`config.mk`:
```
export PLATFORM = sky130hd
export DESIGN_NAME = serial_subtractor
export DESIGN_NICKNAME = d
export VERILOG_FILES = /design/src/rtl/serial_subtractor.sv
export SDC_FILE = /design/constraint.sdc
export NUM_CORES = 1
export LEC_CHECK = 0
export CELL_PAD_IN_SITES_DETAIL_PLACEMENT = 1
export CELL_PAD_IN_SITES_GLOBAL_PLACEMENT = 1
export CORE_ASPECT_RATIO = 1.2
export CORE_MARGIN = 1
export CORE_UTILIZATION = 45
export CTS_CLUSTER_SIZE = 10
export DETAILED_ROUTE_END_ITERATION = 6
export PLACE_DENSITY = 0.91
export SLEW_MARGIN = 15
export SYNTH_ARGS = -nofsm -noshare
export SYNTH_HDL_FRONTEND = slang
export SYNTH_SLANG_ARGS = --single-unit
```
`constraint.sdc`:
```
create_clock -name clk -period 2.55 [get_ports clk]
set_clock_uncertainty 0.05 [all_clocks]
set_input_delay 0.51 -clock clk [delete_from_list [all_inputs] [get_ports clk]]
set_output_delay 0.51 -clock clk [all_outputs]
set_load 0.03 [all_outputs]
```
`src/rtl/serial_subtractor.sv`:
```
// Bit-serial subtractor: D = A - B, one bit per clock, LSB first, start/busy/done handshake.
// Optional signed-overflow output ovf is built only when SERIAL_SUB_OVF_EN is defined.
module serial_subtractor #(
  parameter int WIDTH = 4
) (
  input  logic             clk,
  input  logic             rst_n,
  input  logic             start,
  input  logic [WIDTH-1:0] A,
  input  logic [WIDTH-1:0] B,
  output logic             busy,
  output logic             done,
  output logic [WIDTH-1:0] D,
  output logic             Bout
`ifdef SERIAL_SUB_OVF_EN
  ,
  output logic             ovf
`endif
);

  localparam int CW = $clog2(WIDTH + 1);
  localparam logic [CW-1:0] LAST = CW'(WIDTH - 1);

  typedef enum logic [1:0] {S_IDLE, S_RUN, S_DONE} state_t;

  state_t           state_q, state_d;
  logic [WIDTH-1:0] a_q, a_d;
  logic [WIDTH-1:0] b_q, b_d;
  logic [WIDTH-1:0] res_q, res_d;
  logic [CW-1:0]    cnt_q, cnt_d;
  logic             bor_q, bor_d;
  logic             busy_q, busy_d;
  logic             done_q, done_d;
  logic [WIDTH-1:0] dout_q, dout_d;
  logic             bout_q, bout_d;
`ifdef SERIAL_SUB_OVF_EN
  logic             ovf_q, ovf_d;
`endif

  logic             bit_a, bit_b, diff_bit, bor_nxt;
  logic [WIDTH-1:0] res_shifted;

  assign bit_a       = a_q[0];
  assign bit_b       = b_q[0];
  assign diff_bit    = bit_a ^ bit_b ^ bor_q;
  assign bor_nxt     = (~bit_a & bit_b) | (~(bit_a ^ bit_b) & bor_q);
  assign res_shifted = {diff_bit, res_q[WIDTH-1:1]};

  always_comb begin
    state_d = state_q;
    a_d     = a_q;
    b_d     = b_q;
    res_d   = res_q;
    cnt_d   = cnt_q;
    bor_d   = bor_q;
    busy_d  = busy_q;
    done_d  = 1'b0;
    dout_d  = dout_q;
    bout_d  = bout_q;
`ifdef SERIAL_SUB_OVF_EN
    ovf_d   = ovf_q;
`endif
    case (state_q)
      S_IDLE, S_DONE: begin
        // DONE accepts a new request exactly like IDLE for back-to-back use.
        if (start) begin
          a_d     = A;
          b_d     = B;
          res_d   = '0;
          cnt_d   = '0;
          bor_d   = 1'b0;
          busy_d  = 1'b1;
          state_d = S_RUN;
        end else begin
          state_d = S_IDLE;
        end
      end
      S_RUN: begin
        a_d   = a_q >> 1;
        b_d   = b_q >> 1;
        res_d = res_shifted;
        bor_d = bor_nxt;
        cnt_d = cnt_q + CW'(1);
        if (cnt_q == LAST) begin
          dout_d  = res_shifted;
          bout_d  = bor_nxt;
          busy_d  = 1'b0;
          done_d  = 1'b1;
          state_d = S_DONE;
`ifdef SERIAL_SUB_OVF_EN
          // Borrow into the MSB differs from borrow out of it on signed overflow.
          ovf_d   = bor_q ^ bor_nxt;
`endif
        end
      end
      default: begin
        busy_d  = 1'b0;
        state_d = S_IDLE;
      end
    endcase
  end

  always_ff @(posedge clk or negedge rst_n) begin
    if (!rst_n) begin
      state_q <= S_IDLE;
      a_q     <= '0;
      b_q     <= '0;
      res_q   <= '0;
      cnt_q   <= '0;
      bor_q   <= 1'b0;
      busy_q  <= 1'b0;
      done_q  <= 1'b0;
      dout_q  <= '0;
      bout_q  <= 1'b0;
`ifdef SERIAL_SUB_OVF_EN
      ovf_q   <= 1'b0;
`endif
    end else begin
      state_q <= state_d;
      a_q     <= a_d;
      b_q     <= b_d;
      res_q   <= res_d;
      cnt_q   <= cnt_d;
      bor_q   <= bor_d;
      busy_q  <= busy_d;
      done_q  <= done_d;
      dout_q  <= dout_d;
      bout_q  <= bout_d;
`ifdef SERIAL_SUB_OVF_EN
      ovf_q   <= ovf_d;
`endif
    end
  end

  assign busy = busy_q;
  assign done = done_q;
  assign D    = dout_q;
  assign Bout = bout_q;
`ifdef SERIAL_SUB_OVF_EN
  assign ovf  = ovf_q;
`endif

endmodule
```
==> summary.txt, run 1 <==
Outcome
  • Status: finished clean

Setup path
  • Max incr delay on CP: 680 ps
  • WS Path Type: flip-flop to output pin
  • Critical path startpoint category: flip-flop
  • Arrival time of the worst setup path: 1390 ps
  • Critical path's slowest cell: clkdlybuf4s50_1
  • Crit. End Element: output pin
  • Crit-path cells: clkdlybuf4s50_1
  • Worst Path Buf+Inv: 1
  • R2R setup slack: 880 ps
  • Worst EP required: 1990 ps
  • Crit-path leading delay family: buffers and inverters
  • Critical Path Fanout Max: 3

Floorplanning
  • Ports: 18
  • Die area: 0.002797 sq mm
  • Num rows: 19
  • Core region area: 0.002377 sq mm
  • Die Span Y: 57.74 um
  • Die width: 48.45 um
  • Initial core utilization: 49.00%

Synth
  • Number of enable flip-flop cells after synthesis: 0
  • Post-Syn Nets: 109
  • Syn. warnings: 0
  • Gate Count Post-Synth: 95
  • Asr flop ratio synth: 100.0%
  • Synth area leader: dfrtp_1
  • Synth Cell Area: 0.001165 sq mm
  • Synth Register Bits: 24
  • Top cells by count, synth: dfrtp_1 (24), mux2i_1 (8), a22o_1 (7), inv_1 (7)
  • Mean Syn Cell Area: 12.26 sq um
  • Synth unique cells: 24
  • Top-area cell type share of the netlist area: 51.56%
  • Post-synthesis sequential area ratio: 51.56%
  • Top-count cell post-synth: dfrtp_1
  • Largest cells by area after synthesis: dfrtp_1 (52%), mux2i_1 (6.9%), mux2_4 (6.4%)
  • Synth Flop Type: dfrtp_1

Detailed routing
  • Total wire length: 2195 um
  • WL/cell: 15.35 um
  • DRT iter0 DRCs: 3
  • Drc violations: 0
  • Drt pass-1 iters: 2
  • Vias/cell: 5.427
  • Routed vias: 776
  • Post-route ant nets: 0

Global route
  • Grt met2 use: 32.39%
  • Vias in the first global route: 819
  • Tot GR Track Use: 18.04%
  • Pin count of the biggest net entering global routing: 25
  • Met1 Track Usage GR: 21.47%
  • GR Overflow Total: 0
  • Initial antenna violation count: 0
  • First-pass GRT wire length: 3774 um
  • GRT busiest layer: met2
  • GRT met3 Usage: 2.362%

Power
  • Sequential cell fraction of total power: 43.5%
  • Combinational Power Share: 45.0%
  • Leakage: 0.6361 nW
  • Clock share of power: 11.5%
  • Pwr Total: 1.688 mW
  • Net Sw Power: 0.6399 mW
  • PD cells: 1223 mW/mm^2
  • Max IR drop VDD: 0.0006192 V
  • Cell Int Power: 1.048 mW
  • Switching share of total power: 37.92%

Run
  • Max-cap violations: 0

Timing
  • Setup TNS: 0 ps
  • Fmax: 0.5129 GHz
  • Min Tclk post-route: 1950 ps
  • Fin crit share: 76.45%
  • Slew Viols, Final: 0
  • Slew HR: 47.44%
  • Final hold vios: 0
  • Worst-Margin Slew: 788.4 ps
  • RSZ-0062 raised after global routing: false
  • Final setup fails: 0

Worst hold path
  • HP Class: flip-flop to flip-flop

CTS
  • Clock transition at the registers of the reported paths: 130 ps
  • Setup Fix Bufs, Post-CTS: 0
  • CTS tree: built
  • Worst skew pair latency: 300 ps
  • Longest Clk Path Bufs: 2
  • CTS root buf: clkbuf_4
  • Hold_buf cts: 0
  • Number of CTS-inserted buffers: 3
  • Clock sinks: 24
  • CTS H-tree lvls: 1
  • Cts repair resizes: 0

Final layout
  • Post-Layout Cell Count: 143
  • Design Area, Final: 0.001380 sq mm
  • Antenna fix cells: 0
  • Final core utilization: 58.05%
  • Share of cells above drive strength 1: 14.29%
  • Fillers: 236
  • # nets final: 127
  • Synth-to-layout area growth: 18.47%

Placed design
  • GPL Wtd Cong: 0.6925
  • Placed cell area: 0.001344 sq mm
  • Final HPWL DP: 1563 um
  • Placed Cells: 139
  • Port bufs: 17
per-layer routing:
metal  vias up  wire length [um]  part of all wire, %
li1        367                 -                    -
met1       393               945                   43
met2        14              1168                   53
met3         2                63                  2.9
met4         0                17                 0.77
met5         -                 0                    0
power by group through the flow:
stage | clock [mW] | combinational [mW] | sequential [mW]
after global placement | 0 | 0.719 | 0.725
after detailed placement | 0 | 0.766 | 0.742
after CTS | 0.205 | 0.772 | 0.736
after floorplan | 0 | 0.544 | 0.734
final | 0.195 | 0.759 | 0.734
after global routing | 0.220 | 0.831 | 0.762
worst paths after layout:
| kind | endpoint | start | cells after the start |
|---|---|---|---|
| worst max-delay path | busy | busy$_DFFE_PN0P_ | 1 |
| worst min-delay path | Bout$_DFFE_PN0P_ | Bout$_DFFE_PN0P_ | 2 |
| worst max register to register | D[0]$_DFFE_PN0P_ | state_q[0]$_DFFE_PN0P_ | 2 |
| worst min register to register | Bout$_DFFE_PN0P_ | Bout$_DFFE_PN0P_ | 2 |
| max in group asynchronous | cnt_q[1]$_DFFE_PN0P_ | rst_n | 2 |
| min in group asynchronous | a_q[0]$_DFFE_PN0P_ | rst_n | 2 |
cell families after synthesis:
kind of cell | Yosys count | synth area share, %
AOI/OAI and AO/OA | 24 | 13.86
DFF | 24 | 51.56
muxes | 16 | 16.22
and+or+nand+nor | 14 | 7.627
buffers and inverters | 13 | 6.123
adders and majority gates | 3 | 3.867
xor gates and xnor gates | 1 | 0.7520
final cells by class:
cell class                 count  area (sq um)  area share (%)
sequential                    24         600.6           43.52
multi-input combinational     58         493.0           35.72
timing repair buffer          19         185.2           13.42
tap                           31         38.79           2.811
clock buffer                   4         36.28           2.629
inverter                       7         26.28           1.904
state kept, by name, summed over array words and instances, names as in the netlist:
| name | count |
|---|---|
| cnt_q | 3 |
| D | 4 |
| res_q | 3 |
| Bout | 1 |
| busy | 1 |
| state_q | 2 |
| done | 1 |
| b_q | 4 |
| bor_q | 1 |
| a_q | 4 |
cells in the final DEF (no fill, tap or decap), drive strengths merged:
master and count:
nor2b 4, clkdlybuf4s50 17, a31oi 2, mux2i 8
a211oi 4, clkbuf 4, nand3 2, xnor2 1
a22o 7, nand3b 1, ha 2, inv 7
o22ai 2, o21ai 5, nand2 2, dfrtp 24
nor2 3, nand2b 2, buf 2, mux2 8
a21oi 4, fa 1
metrics by stage:
stage | setup slack [ps] | hold slack, ps
floorplan | 1088 | 164.4
global placement | 673.2 | 417.8
detailed placement | 586.6 | 440.2
CTS | 583.5 | 470.7
global route | 547.4 | 490.1
finish | 600.5 | 459.5
(Power assumes the default switching activity.)
==> run 2: changes to the inputs <==
Settings changed: CORE_UTILIZATION 45 to 38, PLACE_DENSITY 0.91 to 0.83.
Clock period 2.55 ns to 1.6 ns, I/O delays scaled along.
==> run 2 against run 1 <==
  * Core utilization decreased by 8.4 points
  * Flip-flop and latch count did not move
  * First-iteration DRC count grew to 5.3 times the previous value
  * Highest routed layer unchanged
  * Global-route usage decreased by 1.2 points
  * Critical path depth up 2
  * Total power is 66% higher
  * Largest power group unchanged
  * Cell count up 4.9%
  * Combinational power rose by 65%
  * Design area is 3.0% higher
  * Register-to-register slack lost 850 ps
  * Die area is 18% higher
  * Largest cell class unchanged
  * Sequential power grew 53%
==> summary.txt, run 2 (synthesized netlist as in run 1, its figures left out) <==
Setup path
  • Worst setup startpoint: a_q[0]$_DFFE_PN0P_
  • Worst r2r dst: res_q[3]$_DFFE_PN0P_
  • Worst EP required: 1770 ps
  • Critical Path Fanout Max: 3
  • Worst Path Buf+Inv: 0
  • Critical path's slowest cell: fa_1
  • R2R setup slack: 30 ps
  • Crit-path cells: fa_1 > mux2_2 > a22o_1
  • Crit-path leading delay family: adder cells
  • Critical path startpoint category: flip-flop
  • Max incr delay on CP: 520 ps
  • WS Path Type: flip-flop to flip-flop
  • Arrival time of the worst setup path: 1730 ps
  • FF-to-FF Start: a_q[0]$_DFFE_PN0P_
  • Crit. End Element: flip-flop
  • R2R cell count: 3

Timing
  • Slew HR: 70.61%
  • RSZ-0062 raised after global routing: false
  • Worst-Margin Slew: 440.8 ps
  • Min Tclk post-route: 1566 ps
  • Final hold vios: 0
  • Setup TNS: 0 ps
  • Fin crit share: 97.90%
  • Slew Viols, Final: 0
  • Final setup fails: 0
  • Fmax: 0.6384 GHz

Global route
  • Tot GR Track Use: 16.83%
  • GRT met3 Usage: 2.190%
  • Initial antenna violation count: 0
  • Grt met2 use: 28.96%
  • Met1 Track Usage GR: 21.77%
  • First-pass GRT wire length: 4146 um
  • Vias in the first global route: 902
  • GRT busiest layer: met2
  • GR Overflow Total: 0
  • Pin count of the biggest net entering global routing: 25

Detailed routing
  • Post-route ant nets: 0
  • Routed vias: 793
  • Vias/cell: 5.287
  • Total wire length: 2323 um
  • Drc violations: 0
  • Drt pass-1 iters: 4
  • WL/cell: 15.49 um
  • DRT iter0 DRCs: 16

Worst hold path
  • HP Class: input port to asynchronous set/reset pin

Floorplanning
  • Ports: 18
  • Num rows: 21
  • Die Span Y: 62.65 um
  • Initial core utilization: 40.67%
  • Die width: 52.54 um
  • Die area: 0.003292 sq mm
  • Core region area: 0.002864 sq mm

CTS
  • Worst skew pair latency: 310 ps
  • Setup Fix Bufs, Post-CTS: 0
  • Number of CTS-inserted buffers: 3
  • Longest Clk Path Bufs: 2
  • Clock transition at the registers of the reported paths: 140 ps
  • CTS root buf: clkbuf_4
  • CTS tree: built
  • CTS H-tree lvls: 1
  • Clock sinks: 24

Power
  • PD cells: 1974 mW/mm^2
  • Pwr Total: 2.806 mW
  • Leakage: 0.6776 nW
  • Max IR drop VDD: 0.0007440 V

Final layout
  • Most frequent cells in the layout: dfrtp_1 (24), clkdlybuf4s50_1 (10), mux2i_1 (8)
  • Multi-input gate area: 493.0 sq um
  • # nets final: 131
  • Most common cell after layout, fill and taps aside: dfrtp_1
  • Register area: 600.6 sq um
  • Synth-to-layout area growth: 22.02%
  • Share of cells above drive strength 1: 17.24%
  • Antenna fix cells: 0
  • Fillers: 317

Placed design
  • Port bufs: 17
  • Final HPWL DP: 1761 um
  • GPL Wtd Cong: 0.6821

Outcome
  • Status: finished clean

Run
  • Max-cap violations: 0
[run 2: cell types whose count changed in the layout (fill, tap and decap cells not counted)]
| cell | delta |
|---|---|
| bufinv_16 | +1 |
| dlygate4sd2_1 | +7 |
| clkbuf_8 | -1 |
| buf_4 | +4 |
| clkdlybuf4s50_1 | -7 |
[run 2: what timing repair did]
item / CTS / global route
resized for setup: 7 / 0
hold buffers: 0 / 0
setup endpoints to repair: 7 / 0
[run 2: final cells by class]
type,count,area share (%)
Tap cell,34,2.993
Clock inverter,1,2.113
Inverter,7,1.849
Clock buffer,3,1.585
Timing Repair Buffer,23,14.52
Multi-Input combinational cell,58,34.68
Sequential cell,24,42.25
[run 2: worst max path at each step]
stage / endpoint / cells past startpoint
5_1_grt: res_q[3]$_DFFE_PN0P_ / 4
2_1_floorplan: res_q[3]$_DFFE_PN0P_ / 3
6_report: res_q[3]$_DFFE_PN0P_ / 3
3_3_place_gp: a_q[1]$_DFFE_PN0P_ / 5
3_5_place_dp: res_q[3]$_DFFE_PN0P_ / 3
4_1_cts: res_q[3]$_DFFE_PN0P_ / 3
[run 2: report_power, final]
group | internal, mW | switching (mW) | total, mW | leakage, nW
Sequential | 0.874 | 0.247 | 1.12 | 0.298
Combinational | 0.637 | 0.611 | 1.25 | 0.352
Clock | 0.253 | 0.184 | 0.437 | 0.0279
[run 2: stage by stage]
| stage | utilization [%] | setup WS (ps) | std cells | cell area (sq um) | hold WS (ps) |
|---|---|---|---|---|---|
| after CTS | 49.63 | 24.52 | 150 | 1421 | 300.7 |
| final | 49.63 | 33.67 | 150 | 1421 | 297.8 |
| after detailed placement | 48.10 | 43.08 | 146 | 1378 | 450.4 |
| after global placement | 48.10 | 118.5 | 146 | 1378 | 435.8 |
| after floorplan | - | 137.5 | 95 | 1165 | -25.59 |
| after global routing | 49.63 | 9.957 | 150 | 1421 | 322.4 |
[run 2: routing by layer]
metal	share of wire (%)	up-vias	wire length, um
li1	-	377	-
met3	2.5	2	59
met1	45	400	1046
met4	0.56	0	13
met2	52	14	1203
met5	0	-	0
==> run 3: changes to the inputs <==
Settings changed: ABC_AREA from default to 0, GPL_ROUTABILITY_DRIVEN from default to 0, SKIP_CTS_REPAIR_TIMING from default to 1.
==> run 3 against run 2 <==
  * Flip-flop and latch count unchanged
  * Critical path depth is the same
  * Worst setup slack got worse by 3.2 ps
  * First-iteration DRC count unchanged
  * Non-clock buffer count unchanged
  * Count of clock-buffer cells in the layout unchanged
  * Critical path type unchanged
  * Highest routed layer unchanged
==> summary.txt, run 3 (synthesized netlist as in run 1, its figures left out) <==
Setup path
  • Crit. End Element: flip-flop
  • Worst r2r dst: res_q[3]$_DFFE_PN0P_
  • R2R cell count: 3
  • WS Path Type: flip-flop to flip-flop
  • Arrival time of the worst setup path: 1740 ps
  • FF-to-FF Start: a_q[0]$_DFFE_PN0P_
  • Critical path startpoint category: flip-flop
  • Critical Path Fanout Max: 3
  • R2R setup slack: 30 ps
  • Worst EP required: 1770 ps

Global route
  • Vias in the first global route: 908
  • First-pass GRT wire length: 4160 um
  • Tot GR Track Use: 16.88%
  • Pin count of the biggest net entering global routing: 25
  • Initial antenna violation count: 0
  • GR Overflow Total: 0

Floorplanning
  • Ports: 18
  • Initial core utilization: 40.67%
  • Die Span Y: 62.65 um
  • Core region area: 0.002864 sq mm
  • Die area: 0.003292 sq mm
  • Die width: 52.54 um
  • Num rows: 21

Timing
  • Hold Worst Slack: 298.6 ps
  • Slew HR: 70.60%
  • Fmax: 0.6371 GHz
  • Fin crit share: 98.09%
  • Worst-Margin Slew: 440.9 ps
  • Min Tclk post-route: 1570 ps
  • Final setup fails: 0
  • RSZ-0062 raised after global routing: false
  • Slew Viols, Final: 0
  • Final hold vios: 0

CTS
  • Clock transition at the registers of the reported paths: 140 ps
  • CTS H-tree lvls: 1
  • Clock sinks: 24
  • Number of CTS-inserted buffers: 3
  • CTS tree: built
  • Worst skew pair latency: 310 ps
  • CTS root buf: clkbuf_4
  • Longest Clk Path Bufs: 2

Power
  • Max IR drop VDD: 0.0007656 V
  • Cell Int Power: 1.805 mW
  • PD cells: 1968 mW/mm^2
  • Switching share of total power: 36.65%
  • Net Sw Power: 1.044 mW
  • Sequential cell fraction of total power: 39.4%
  • Clock share of power: 15.3%
  • Combinational Power Share: 45.3%
  • Leakage: 0.7429 nW

Placed design
  • Port bufs: 17
  • Placed Cells: 146
  • Final HPWL DP: 1761 um

Detailed routing
  • WL/cell: 15.56 um
  • Drt pass-1 iters: 4
  • DRT iter0 DRCs: 16
  • Drc violations: 0
  • Vias/cell: 5.267
  • Total wire length: 2334 um
  • Post-route ant nets: 0
  • Routed vias: 790

Final layout
  • Fillers: 306
  • Synth-to-layout area growth: 24.28%
  • Share of cells above drive strength 1: 17.24%
  • Post-Layout Cell Count: 150
  • Antenna fix cells: 0
  • # nets final: 131
  • Most frequent cells in the layout: dfrtp_1 (24), clkdlybuf4s50_1 (10), mux2i_1 (8)
  • Most common cell after layout, fill and taps aside: dfrtp_1

Run
  • Max-cap violations: 0

Outcome
  • Status: finished clean

Worst hold path
  • HP Class: input port to asynchronous set/reset pin
run 3: cell count changes in the layout (fill, tap and decap cells not counted), sizes merged:
cell          change
dlymetal6s2s      +7
dlygate4sd2       -7
run 3: layout make-up:
cell class / instances / area (sq um) / share of cell area (%)
Clock buffer: 3 / 22.52 / 1.556
Clock inverter: 1 / 30.03 / 2.074
Inverter: 7 / 26.28 / 1.815
Multi-Input combinational cell: 58 / 493.0 / 34.05
Sequential cell: 24 / 600.6 / 41.49
Tap cell: 34 / 42.54 / 2.939
Timing Repair Buffer: 23 / 232.7 / 16.08
run 3: per-stage QoR:
| stage | area [sq um] | setup WS [ps] | util [%] | power (mW) | TNS, ps |
|---|---|---|---|---|---|
| after global routing | 1448 | 9.957 | 50.55 | 3.055 | 0 |
| final | 1448 | 30.50 | 50.55 | 2.849 | 0 |
| after detailed placement | 1378 | 43.08 | 48.10 | 2.460 | 0 |
| after global placement | 1378 | 118.5 | 48.10 | 2.356 | 0 |
| after CTS | 1430 | -170.2 | 49.93 | 2.903 | -1035 |
| after floorplan | 1165 | 137.5 | - | 2.038 | 0 |
run 3: worst max-delay path by stage:
stage | start | to | slack (ps) | cells after the start
after floorplan | a_q[0]$_DFFE_PN0P_ | res_q[3]$_DFFE_PN0P_ | 140 | 3
after global placement | start | a_q[1]$_DFFE_PN0P_ | 120 | 5
after detailed placement | a_q[0]$_DFFE_PN0P_ | res_q[3]$_DFFE_PN0P_ | 40 | 3
after CTS | D[3]$_DFFE_PN0P_ | D[3] | -170 | 1
after global routing | b_q[0]$_DFFE_PN0P_ | res_q[3]$_DFFE_PN0P_ | 10 | 4
final | a_q[0]$_DFFE_PN0P_ | res_q[3]$_DFFE_PN0P_ | 30 | 3
run 3: per-layer routing:
| layer | track usage, % | vias to the layer above | routed length, um |
|---|---|---|---|
| met4 | 3.947 | 0 | 13 |
| met5 | 0 | - | 0 |
| met3 | 2.190 | 2 | 64 |
| met1 | 21.93 | 397 | 1049 |
| met2 | 28.96 | 14 | 1206 |
| li1 | - | 377 | - |
run 3: critical path: stages, from the launching register on:
cell and delay (ps):
dfrtp_1 440, fa_1 520, mux2_2 290, a22o_1 180
run 3: power groups by stage:
stage | logic, mW | clock network (mW) | registers, mW
after CTS | 1.32 | 0.450 | 1.13
after floorplan | 0.868 | 0 | 1.17
final | 1.29 | 0.436 | 1.12
after global routing | 1.42 | 0.470 | 1.16
after detailed placement | 1.32 | 0 | 1.14
after global placement | 1.25 | 0 | 1.11
